<file path="src/rtl/mem_arb_pkg.sv">
// mem_arb_pkg: shared state and owner encodings for the memory port arbiter
package mem_arb_pkg;
    localparam logic [1:0] ARB_IDLE     = 2'd0;
    localparam logic [1:0] ARB_BUSY_IF  = 2'd1;
    localparam logic [1:0] ARB_BUSY_MEM = 2'd2;

    typedef enum logic [1:0] {
        ST_IDLE     = ARB_IDLE,
        ST_BUSY_IF  = ARB_BUSY_IF,
        ST_BUSY_MEM = ARB_BUSY_MEM
    } arb_state_t;

    typedef enum logic {
        OWN_IF  = 1'b0,
        OWN_MEM = 1'b1
    } owner_t;
endpackage

</file>
<file path="src/rtl/arb_watchdog.sv">
// arb_watchdog: counts BUSY cycles and flags the cycle on which the access must be aborted
//  clk, reset : clock, synchronous active-high reset
//  clr        : clear the count (held while the arbiter is idle)
//  en         : count this cycle (arbiter busy)
//  expire     : this is the TIMEOUT-th busy cycle
module arb_watchdog #(
    parameter int TIMEOUT = 255
) (
    input  logic clk,
    input  logic reset,
    input  logic clr,
    input  logic en,
    output logic expire
);
    localparam int W = $clog2(TIMEOUT + 1);

    logic [W-1:0] cnt;

    always_ff @(posedge clk) begin
        if (reset || clr) cnt <= '0;
        else if (en) cnt <= cnt + W'(1);
    end

    assign expire = en && (cnt == W'(TIMEOUT - 1));
endmodule

</file>
<file path="src/rtl/mem_port_arbiter.sv">
// mem_port_arbiter: shares one memory port between instruction fetch and data access
//  if_req/if_addr               : IF read request; if_gnt/if_rvalid/if_rerr pulses back
//  mem_req/mem_we/mem_addr/wdata: MEM request; mem_gnt/mem_rvalid/mem_rerr pulses back
//  rdata                        : registered read data for whichever owner completes
//  bus_req/we/addr/wdata        : latched access toward the bus; bus_ready/bus_rdata back
//  struct_hazard                : combinational, IF is blocked by MEM ownership
module mem_port_arbiter
    import mem_arb_pkg::*;
#(
    parameter int ADDR_W   = 32,
    parameter int DATA_W   = 32,
    parameter int MAX_WAIT = 4,
    parameter int TIMEOUT  = 255
) (
    input  logic              clk,
    input  logic              reset,
    input  logic              if_req,
    input  logic [ADDR_W-1:0] if_addr,
    output logic              if_gnt,
    output logic              if_rvalid,
    output logic              if_rerr,
    input  logic              mem_req,
    input  logic              mem_we,
    input  logic [ADDR_W-1:0] mem_addr,
    input  logic [DATA_W-1:0] mem_wdata,
    output logic              mem_gnt,
    output logic              mem_rvalid,
    output logic              mem_rerr,
    output logic [DATA_W-1:0] rdata,
    output logic              bus_req,
    output logic              bus_we,
    output logic [ADDR_W-1:0] bus_addr,
    output logic [DATA_W-1:0] bus_wdata,
    input  logic              bus_ready,
    input  logic [DATA_W-1:0] bus_rdata,
    output logic              struct_hazard
);
    localparam int SW = $clog2(MAX_WAIT + 1);

    arb_state_t    state, state_nx;
    logic [SW-1:0] starve_cnt, starve_nx;
    owner_t        owner;
    logic          idle, busy, mem_sel, if_sel, expire, done;

    assign idle    = state == ST_IDLE;
    assign busy    = !idle;
    assign owner   = state == ST_BUSY_MEM ? OWN_MEM : OWN_IF;
    // MEM normally has priority; a starved IF gets exactly one win
    assign mem_sel = mem_req && !(if_req && starve_cnt == SW'(MAX_WAIT));
    assign if_sel  = if_req && !mem_sel;
    // bus_ready beats a coincident timeout
    assign done    = busy && (bus_ready || expire);

    assign struct_hazard = if_req && (state == ST_BUSY_MEM || (idle && mem_sel));

    arb_watchdog #(.TIMEOUT(TIMEOUT)) u_wd (
        .clk    (clk),
        .reset  (reset),
        .clr    (idle),
        .en     (busy),
        .expire (expire)
    );

    always_comb begin
        state_nx  = idle ? (mem_sel ? ST_BUSY_MEM : if_sel ? ST_BUSY_IF : ST_IDLE)
                         : (done ? ST_IDLE : state);
        starve_nx = !idle ? starve_cnt
                  : if_sel ? '0
                  : (if_req && mem_sel && starve_cnt != SW'(MAX_WAIT)) ? starve_cnt + SW'(1)
                  : starve_cnt;
    end

    always_ff @(posedge clk) begin
        if (reset) begin
            state      <= ST_IDLE;
            starve_cnt <= '0;
            if_gnt     <= 1'b0;
            if_rvalid  <= 1'b0;
            if_rerr    <= 1'b0;
            mem_gnt    <= 1'b0;
            mem_rvalid <= 1'b0;
            mem_rerr   <= 1'b0;
            rdata      <= '0;
            bus_req    <= 1'b0;
            bus_we     <= 1'b0;
            bus_addr   <= '0;
            bus_wdata  <= '0;
        end else begin
            state      <= state_nx;
            starve_cnt <= starve_nx;
            if_gnt     <= idle && if_sel;
            mem_gnt    <= idle && mem_sel;
            if_rvalid  <= done && owner == OWN_IF;
            mem_rvalid <= done && owner == OWN_MEM;
            if_rerr    <= done && !bus_ready && owner == OWN_IF;
            mem_rerr   <= done && !bus_ready && owner == OWN_MEM;
            if (done) rdata <= (bus_ready && !bus_we) ? bus_rdata : '0;
            if (idle && (if_sel || mem_sel)) begin
                bus_req   <= 1'b1;
                bus_we    <= mem_sel && mem_we;
                bus_addr  <= mem_sel ? mem_addr : if_addr;
                bus_wdata <= mem_sel ? mem_wdata : '0;
            end else if (done) begin
                bus_req <= 1'b0;
            end
        end
    end
endmodule

</file>
<file path="config.mk">
export PLATFORM = sky130hd
export DESIGN_NAME = mem_port_arbiter
export DESIGN_NICKNAME = d
export VERILOG_FILES = /design/src/rtl/mem_arb_pkg.sv /design/src/rtl/arb_watchdog.sv /design/src/rtl/mem_port_arbiter.sv
export SDC_FILE = /design/constraint.sdc
export NUM_CORES = 1
export LEC_CHECK = 0
export ABC_CLOCK_PERIOD_IN_PS = 4800
export CAP_MARGIN = 20
export CELL_PAD_IN_SITES_DETAIL_PLACEMENT = 1
export CELL_PAD_IN_SITES_GLOBAL_PLACEMENT = 2
export CORE_ASPECT_RATIO = 0.8
export CORE_MARGIN = 3
export CORE_UTILIZATION = 24
export DETAILED_ROUTE_END_ITERATION = 10
export PLACE_DENSITY_LB_ADDON = 0.1
export SLEW_MARGIN = 20
export SYNTH_ARGS = -nofsm -noshare
export SYNTH_HDL_FRONTEND = slang
export SYNTH_HIERARCHICAL = 1
export SYNTH_SLANG_ARGS = --single-unit
</file>
<file path="constraint.sdc">
create_clock -name clk -period 4.8 [get_ports clk]
set_input_delay 1.2 -clock clk [delete_from_list [all_inputs] [get_ports clk]]
set_output_delay 1.2 -clock clk [all_outputs]
set_load 0.01 [all_outputs]
</file>
==> flow_metrics.env, run 1 <==
export IMPL_synth_top_cell_by_area="dfxtp_1"
export IMPL_cts_max_path_buffers=2
export IMPL_die_x_um=166
export IMPL_avgRoutedWirePerCell_um=18.8
export IMPL_status="completed"
export IMPL_cp_required_ns=3.60
export IMPL_grt_total_usage=0.176
export IMPL_drc=0
export IMPL_viasPerCell=5.02
export IMPL_ys_seq_area_frac=0.478
export IMPL_rsz0062_at_grt="false"
export IMPL_ant_nets=0
export IMPL_synth_area_per_cell_um2=8.35
export IMPL_synth_most_common_cell="dfxtp_1"
export IMPL_fin_tns_setup_ns=0
export IMPL_finalCritPeriodShare=0.817
export IMPL_syn_inst=587
export IMPL_fmaxAchievable_mhz=255
export IMPL_placementRows=46
export IMPL_crit_buf_inv=2
export IMPL_path_cells="clkdlybuf4s50_1 > nand3_2 > a21oi_1 > nor3b_1 > clkdlybuf4s50_1"
export IMPL_nFillCells=2319
export IMPL_clk_insertion_delay_late_ns=0.41
export IMPL_slew_violations=0
export IMPL_max_stage_delay_ns=0.63
export IMPL_ys_seq_elements=117
export IMPL_p_leak_nw=2.71
export IMPL_syn_area_mm2=0.00490
export IMPL_yosys_top_cells_count="117 x dfxtp_1, 106 x a21oi_1, 70 x o21ai_0"
export IMPL_firstDrtPassIters=4
export IMPL_tritoncts="done"
export IMPL_hpwl_um=12900
export IMPL_hold_end="rdata[2]"
export IMPL_cp_startpoint="if_req"
export IMPL_grt_pass1_wl_um=31600
export IMPL_min_from="rdata[2]"
export IMPL_antenna_found_initial=0
export IMPL_min_delay_path_depth=2
export IMPL_drv_cap=0
export IMPL_syn_num_nets=725
export IMPL_worstSetupEndpointType="output port"
export IMPL_diodes=0
export IMPL_critPathArrivalTime_ns=2.72
export IMPL_reg2reg_depth=7
export IMPL_vias=5327
export IMPL_finalHoldViolCount=0
export IMPL_path_class="input pin to output port"
export IMPL_fin_nets=923
export IMPL_skew_ns=0.00942
export IMPL_synth_edf_count=0
export IMPL_layout_drive_gt1_share=0.0652
export IMPL_fin_cells=1062
export IMPL_synthFlopType="dfxtp_1"
export IMPL_syn2layout_area_growth_pct=62.1
export IMPL_worst_pin_slew_ns=0.886
export IMPL_cp_max_fo=7
export IMPL_timing_rr_end="rdata[28]"
export IMPL_place_port_buffers=238
export IMPL_clockRootBuffer="clkbuf_16"
export IMPL_hp_class="flip-flop to flip-flop"
export IMPL_min_period_ns=3.92
export IMPL_cts_repair_resize_count=0
export IMPL_critPathLaunchType="input pin"
export IMPL_yosysTopAreaCellShare=0.478
export IMPL_cts_sinks=117
export IMPL_yosysWarningCount=6
export IMPL_crit_path_top_delay_cell="clkdlybuf4s50_1"
export IMPL_synthDistinctLibCells=36
export IMPL_gp_congestion=0.732
export IMPL_slew_headroom=0.409
export IMPL_initial_core_util=0.246
export IMPL_wirelength_um=20000
export IMPL_regArea_mm2=0.00234
export IMPL_die_area_mm2=0.0222
export IMPL_core_area_mm2=0.0199
export IMPL_r2r_start="state[1]"
export IMPL_grt_max_degree=78
export IMPL_path_delay_family="buffers and inverters"
export IMPL_grt_pass1_vias=5530
export IMPL_regToRegSetupSlack_ns=2.18
export IMPL_setup_viol=0
export IMPL_multi_input_area_mm2=0.00220
export IMPL_cts_buffers=17
export IMPL_powerDensity_mw_per_mm2=365
export IMPL_ys_async_sr_fraction=0
export IMPL_chipHeight_um=134
export IMPL_cpMostUsedCell="clkdlybuf4s50_1"
export IMPL_placedCellCount=1030
export IMPL_path_clk_slew_ns=0.05
export IMPL_peakVddDrop_mv=0.210
export IMPL_synth_area_top_cells="dfxtp_1 48%, a21oi_1 11%, o21ai_0 7.1%"
export IMPL_cts_htree_levels=4
export IMPL_postCtsSetupBuffers=0
export IMPL_grt_overflow=0
export IMPL_ctsHoldBuffers=0
export IMPL_pin_count=239
export IMPL_drtIter0Drc=259
==> how the worst max path moves through the flow <==
stage                    end  depth (start not counted)
6_report       struct_hazard                          5
5_1_grt        struct_hazard                          5
4_1_cts        struct_hazard                          5
3_5_place_dp   struct_hazard                          5
3_3_place_gp   struct_hazard                          5
2_1_floorplan  struct_hazard                          4
==> metal layers <==
metal	wire, um	GRT usage
met5	0	0
met4	218	0.0370
met3	1520	0.0731
met2	9200	0.279
met1	9080	0.226
==> through the flow <==
step	hold slack, ns	utilization	power (W)	setup WS (ns)	area [um2]
6_report	0.450	0.399	0.00290	0.880	7950
5_1_grt	0.472	0.399	0.00304	0.770	7950
2_1_floorplan	0.453	-	0.00130	1.55	4900
3_3_place_gp	0.438	0.368	0.00157	0.819	7330
3_5_place_dp	0.446	0.368	0.00158	0.857	7330
4_1_cts	0.454	0.399	0.00295	0.860	7950
==> report_power, final <==
part / switching (W) / internal, W
Clock: 0.000457 / 0.000892
Sequential: 0.0000341 / 0.00103
Combinational: 0.000234 / 0.000252
Total: 0.000725 / 0.00218
==> cell usage in the layout, fill, tap and decap left out, types with 5 or more instances in the layout <==
master             n
o21ai_0           70
dfxtp_1          117
a21oi_1          106
clkinv_2           5
clkdlybuf4s50_1  236
nand4_1           38
nand2_1           39
nor2_1            15
buf_4              9
clkbuf_16         17
a311oi_1          32
nand3_1           67
==> state kept, by name (all words and copies together), names as in the netlist <==
name,flops
if_gnt,1
state,2
mem_rerr,1
if_rvalid,1
bus_wdata,32
bus_we,1
bus_req,1
bus_addr,32
starve_cnt,3
if_rerr,1
u_wd/cnt,8
rdata,32
mem_gnt,1
mem_rvalid,1
==> cell type report <==
type / count / share of cell area
clock buffers: 22 / 0.0584
clock inverters: 10 / 0.0192
inverters: 5 / 0.00299
multi-input cells: 398 / 0.277
flip-flops and latches: 117 / 0.295
well taps: 264 / 0.0416
repair buffers: 246 / 0.306
==> logic make-up (layout without fill, tap and decap cells) <==
kind of cell,after synthesis,count (layout),synth area share
xor+xnor,4,4,0.00715
buf+inv,72,283,0.0773
fa+ha+maj,4,4,0.0102
simple gates,178,178,0.185
flops,117,117,0.478
compound gates,212,212,0.243
==> worst reg2reg max path, stage by stage, from the launching register on <==
cell and delay (ns):
dfxtp_1 0.48, or2_1 0.16, buf_4 0.40, nand4_1 0.15, nor2_1 0.28, o22a_2 0.65
nand3_1 0.24, a21oi_1 0.18
Note: power is estimated with default switching activity, not from simulation.
==> run 2: changes to the inputs <==
--- a/config.mk
+++ b/config.mk
@@ -5,13 +5,13 @@
 export SDC_FILE = /design/constraint.sdc
 export NUM_CORES = 1
 export LEC_CHECK = 0
-export ABC_CLOCK_PERIOD_IN_PS = 4800
+export ABC_CLOCK_PERIOD_IN_PS = 4110
 export CAP_MARGIN = 20
 export CELL_PAD_IN_SITES_DETAIL_PLACEMENT = 1
 export CELL_PAD_IN_SITES_GLOBAL_PLACEMENT = 2
 export CORE_ASPECT_RATIO = 0.8
 export CORE_MARGIN = 3
-export CORE_UTILIZATION = 24
+export CORE_UTILIZATION = 22
 export DETAILED_ROUTE_END_ITERATION = 10
 export PLACE_DENSITY_LB_ADDON = 0.1
 export SLEW_MARGIN = 20
==> constraint.sdc (replaced) <==
create_clock -name clk -period 4.11 [get_ports clk]
set_input_delay 1.0275 -clock clk [delete_from_list [all_inputs] [get_ports clk]]
set_output_delay 1.0275 -clock clk [all_outputs]
set_load 0.01 [all_outputs]
==> flow_metrics.env, run 2 (same netlist as run 1, synthesis figures left out) <==
export IMPL_status="completed"
export IMPL_whs_ns=0.450
export IMPL_powerDensity_mw_per_mm2=422
export IMPL_final_util=0.369
export IMPL_viasPerCell=4.81
export IMPL_finalHoldViolCount=0
export IMPL_setup_viol=0
export IMPL_diodes=0
export IMPL_ctsHoldBuffers=0
export IMPL_fin_nets=926
export IMPL_cts_max_path_buffers=2
export IMPL_most_common_layout_cells="236 x clkdlybuf4s50_1, 117 x dfxtp_1, 106 x a21oi_1"
export IMPL_rsz0062_at_grt="false"
export IMPL_placedCellCount=1069
export IMPL_wl_met1_um=9250
export IMPL_dpl_cell_area_mm2=0.00740
export IMPL_path_class="input pin to output port"
export IMPL_gp_congestion=0.738
export IMPL_path_cells="clkdlybuf4s50_1 > nand3_2 > a21oi_1 > nor3b_1 > clkdlybuf4s50_1"
export IMPL_p_int_w=0.00251
export IMPL_fmaxAchievable_mhz=276
export IMPL_ant_nets=0
export IMPL_switching_power_w=0.000875
export IMPL_die_area_mm2=0.0241
export IMPL_wl_met2_um=9280
export IMPL_grt_pass1_vias=5617
export IMPL_worst_pin_slew_ns=0.919
export IMPL_placementRows=48
export IMPL_cts_buffers=17
export IMPL_avgRoutedWirePerCell_um=18.4
export IMPL_wirelength_um=20200
export IMPL_p_leak_nw=2.72
export IMPL_layout_drive_gt1_share=0.0687
export IMPL_antenna_found_initial=0
export IMPL_reg_top3="bus_addr x32, bus_wdata x32, rdata x32"
export IMPL_clockRootBuffer="clkbuf_16"
export IMPL_grt_max_degree=79
export IMPL_power_share_clock=0.463
export IMPL_critPathArrivalTime_ns=2.60
export IMPL_syn2layout_area_growth_pct=63.5
export IMPL_layout_commonest_cell="clkdlybuf4s50_1"
export IMPL_initial_core_util=0.226
export IMPL_drc=0
export IMPL_chipHeight_um=140
export IMPL_swShare=0.259
export IMPL_max_stage_delay_ns=0.62
export IMPL_postCtsSetupBuffers=0
export IMPL_cts_repair_resize_count=0
export IMPL_top_layer="met4"
export IMPL_cts_htree_levels=4
export IMPL_firstDrtPassIters=4
export IMPL_grt_overflow=0
export IMPL_cts_sinks=117
export IMPL_path_clk_slew_ns=0.05
export IMPL_min_period_ns=3.63
export IMPL_slew_headroom=0.388
export IMPL_hpwl_um=13200
export IMPL_hp_class="flip-flop to flip-flop"
export IMPL_fin_tns_setup_ns=0
export IMPL_die_x_um=173
export IMPL_cp_max_fo=7
export IMPL_tritoncts="done"
export IMPL_place_port_buffers=238
export IMPL_core_area_mm2=0.0217
export IMPL_pin_count=239
export IMPL_path_delay_family="buffers and inverters"
export IMPL_combPwrFrac=0.168
export IMPL_vias=5297
export IMPL_seq_power_share=0.369
export IMPL_design_area_mm2=0.00802
export IMPL_finalCritPeriodShare=0.882
export IMPL_critPathLaunchType="input pin"
export IMPL_fin_cells=1101
export IMPL_drv_cap=0
export IMPL_cp_required_ns=3.08
export IMPL_skew_ns=0.0106
export IMPL_grt_total_usage=0.165
export IMPL_met3_length_um=1380
export IMPL_peakVddDrop_mv=0.184
export IMPL_crit_buf_inv=2
export IMPL_slew_violations=0
export IMPL_grt_pass1_wl_um=32000
export IMPL_worstSetupEndpointType="output port"
export IMPL_clk_insertion_delay_late_ns=0.42
export IMPL_drtIter0Drc=279
export IMPL_crit_path_top_delay_cell="clkdlybuf4s50_1"
export IMPL_cpMostUsedCell="clkdlybuf4s50_1"
[run 2: power by group through the flow]
stage	clock network [W]	registers, W	logic, W
floorplan	0	0.00129	0.000228
global placement	0	0.00127	0.000569
detailed placement	0	0.00127	0.000574
CTS	0.00161	0.00125	0.000576
global route	0.00167	0.00125	0.000618
finish	0.00157	0.00125	0.000569
[run 2: routing by layer]
| metal | track usage | vias up |
|---|---|---|
| li1 | - | 2556 |
| met1 | 0.215 | 2563 |
| met2 | 0.258 | 155 |
| met3 | 0.0559 | 23 |
| met4 | 0.0507 | 0 |
| met5 | 0 | - |
[run 2: final timing paths]
| path | start | endpoint | slack [ns] | depth (start not counted) |
|---|---|---|---|---|
| setup / recovery | if_req | struct_hazard | 0.48 | 5 |
| hold / removal | rdata[0] | rdata[0] | 0.45 | 2 |
| setup reg to reg | state[0] | u_wd/cnt[1] | 1.77 | 5 |
| hold reg to reg | rdata[0] | rdata[0] | 0.45 | 2 |
[run 2: layout make-up]
type                       instances  area, um2
sequential                       117       2340
tap                              300        375
clock inverter                    11        149
clock buffer                      21        470
inverter                           5       23.8
fill                            2532      13700
multi-input combinational        398       2200
timing repair buffer             249       2460
[run 2: tightest hold or removal path, cell delays in order (launching register included)]
cell and delay [ns]:
dfxtp_1 0.30, nand2_1 0.05, a21oi_1 0.05
[run 2: stage by stage]
stage / setup slack (ns) / power [W]
floorplan: 1.21 / 0.00152
global placement: 0.469 / 0.00184
detailed placement: 0.475 / 0.00184
CTS: 0.460 / 0.00343
global route: 0.343 / 0.00354
finish: 0.484 / 0.00338
==> run 3: changes to the inputs <==
--- a/config.mk
+++ b/config.mk
@@ -13,6 +13,7 @@
 export CORE_MARGIN = 3
 export CORE_UTILIZATION = 22
 export DETAILED_ROUTE_END_ITERATION = 10
+export GPL_ROUTABILITY_DRIVEN = 0
 export PLACE_DENSITY_LB_ADDON = 0.1
 export SLEW_MARGIN = 20
 export SYNTH_ARGS = -nofsm -noshare
==> results of run 3 <==
Final layout, timing and power as in run 2 (identical DEF).
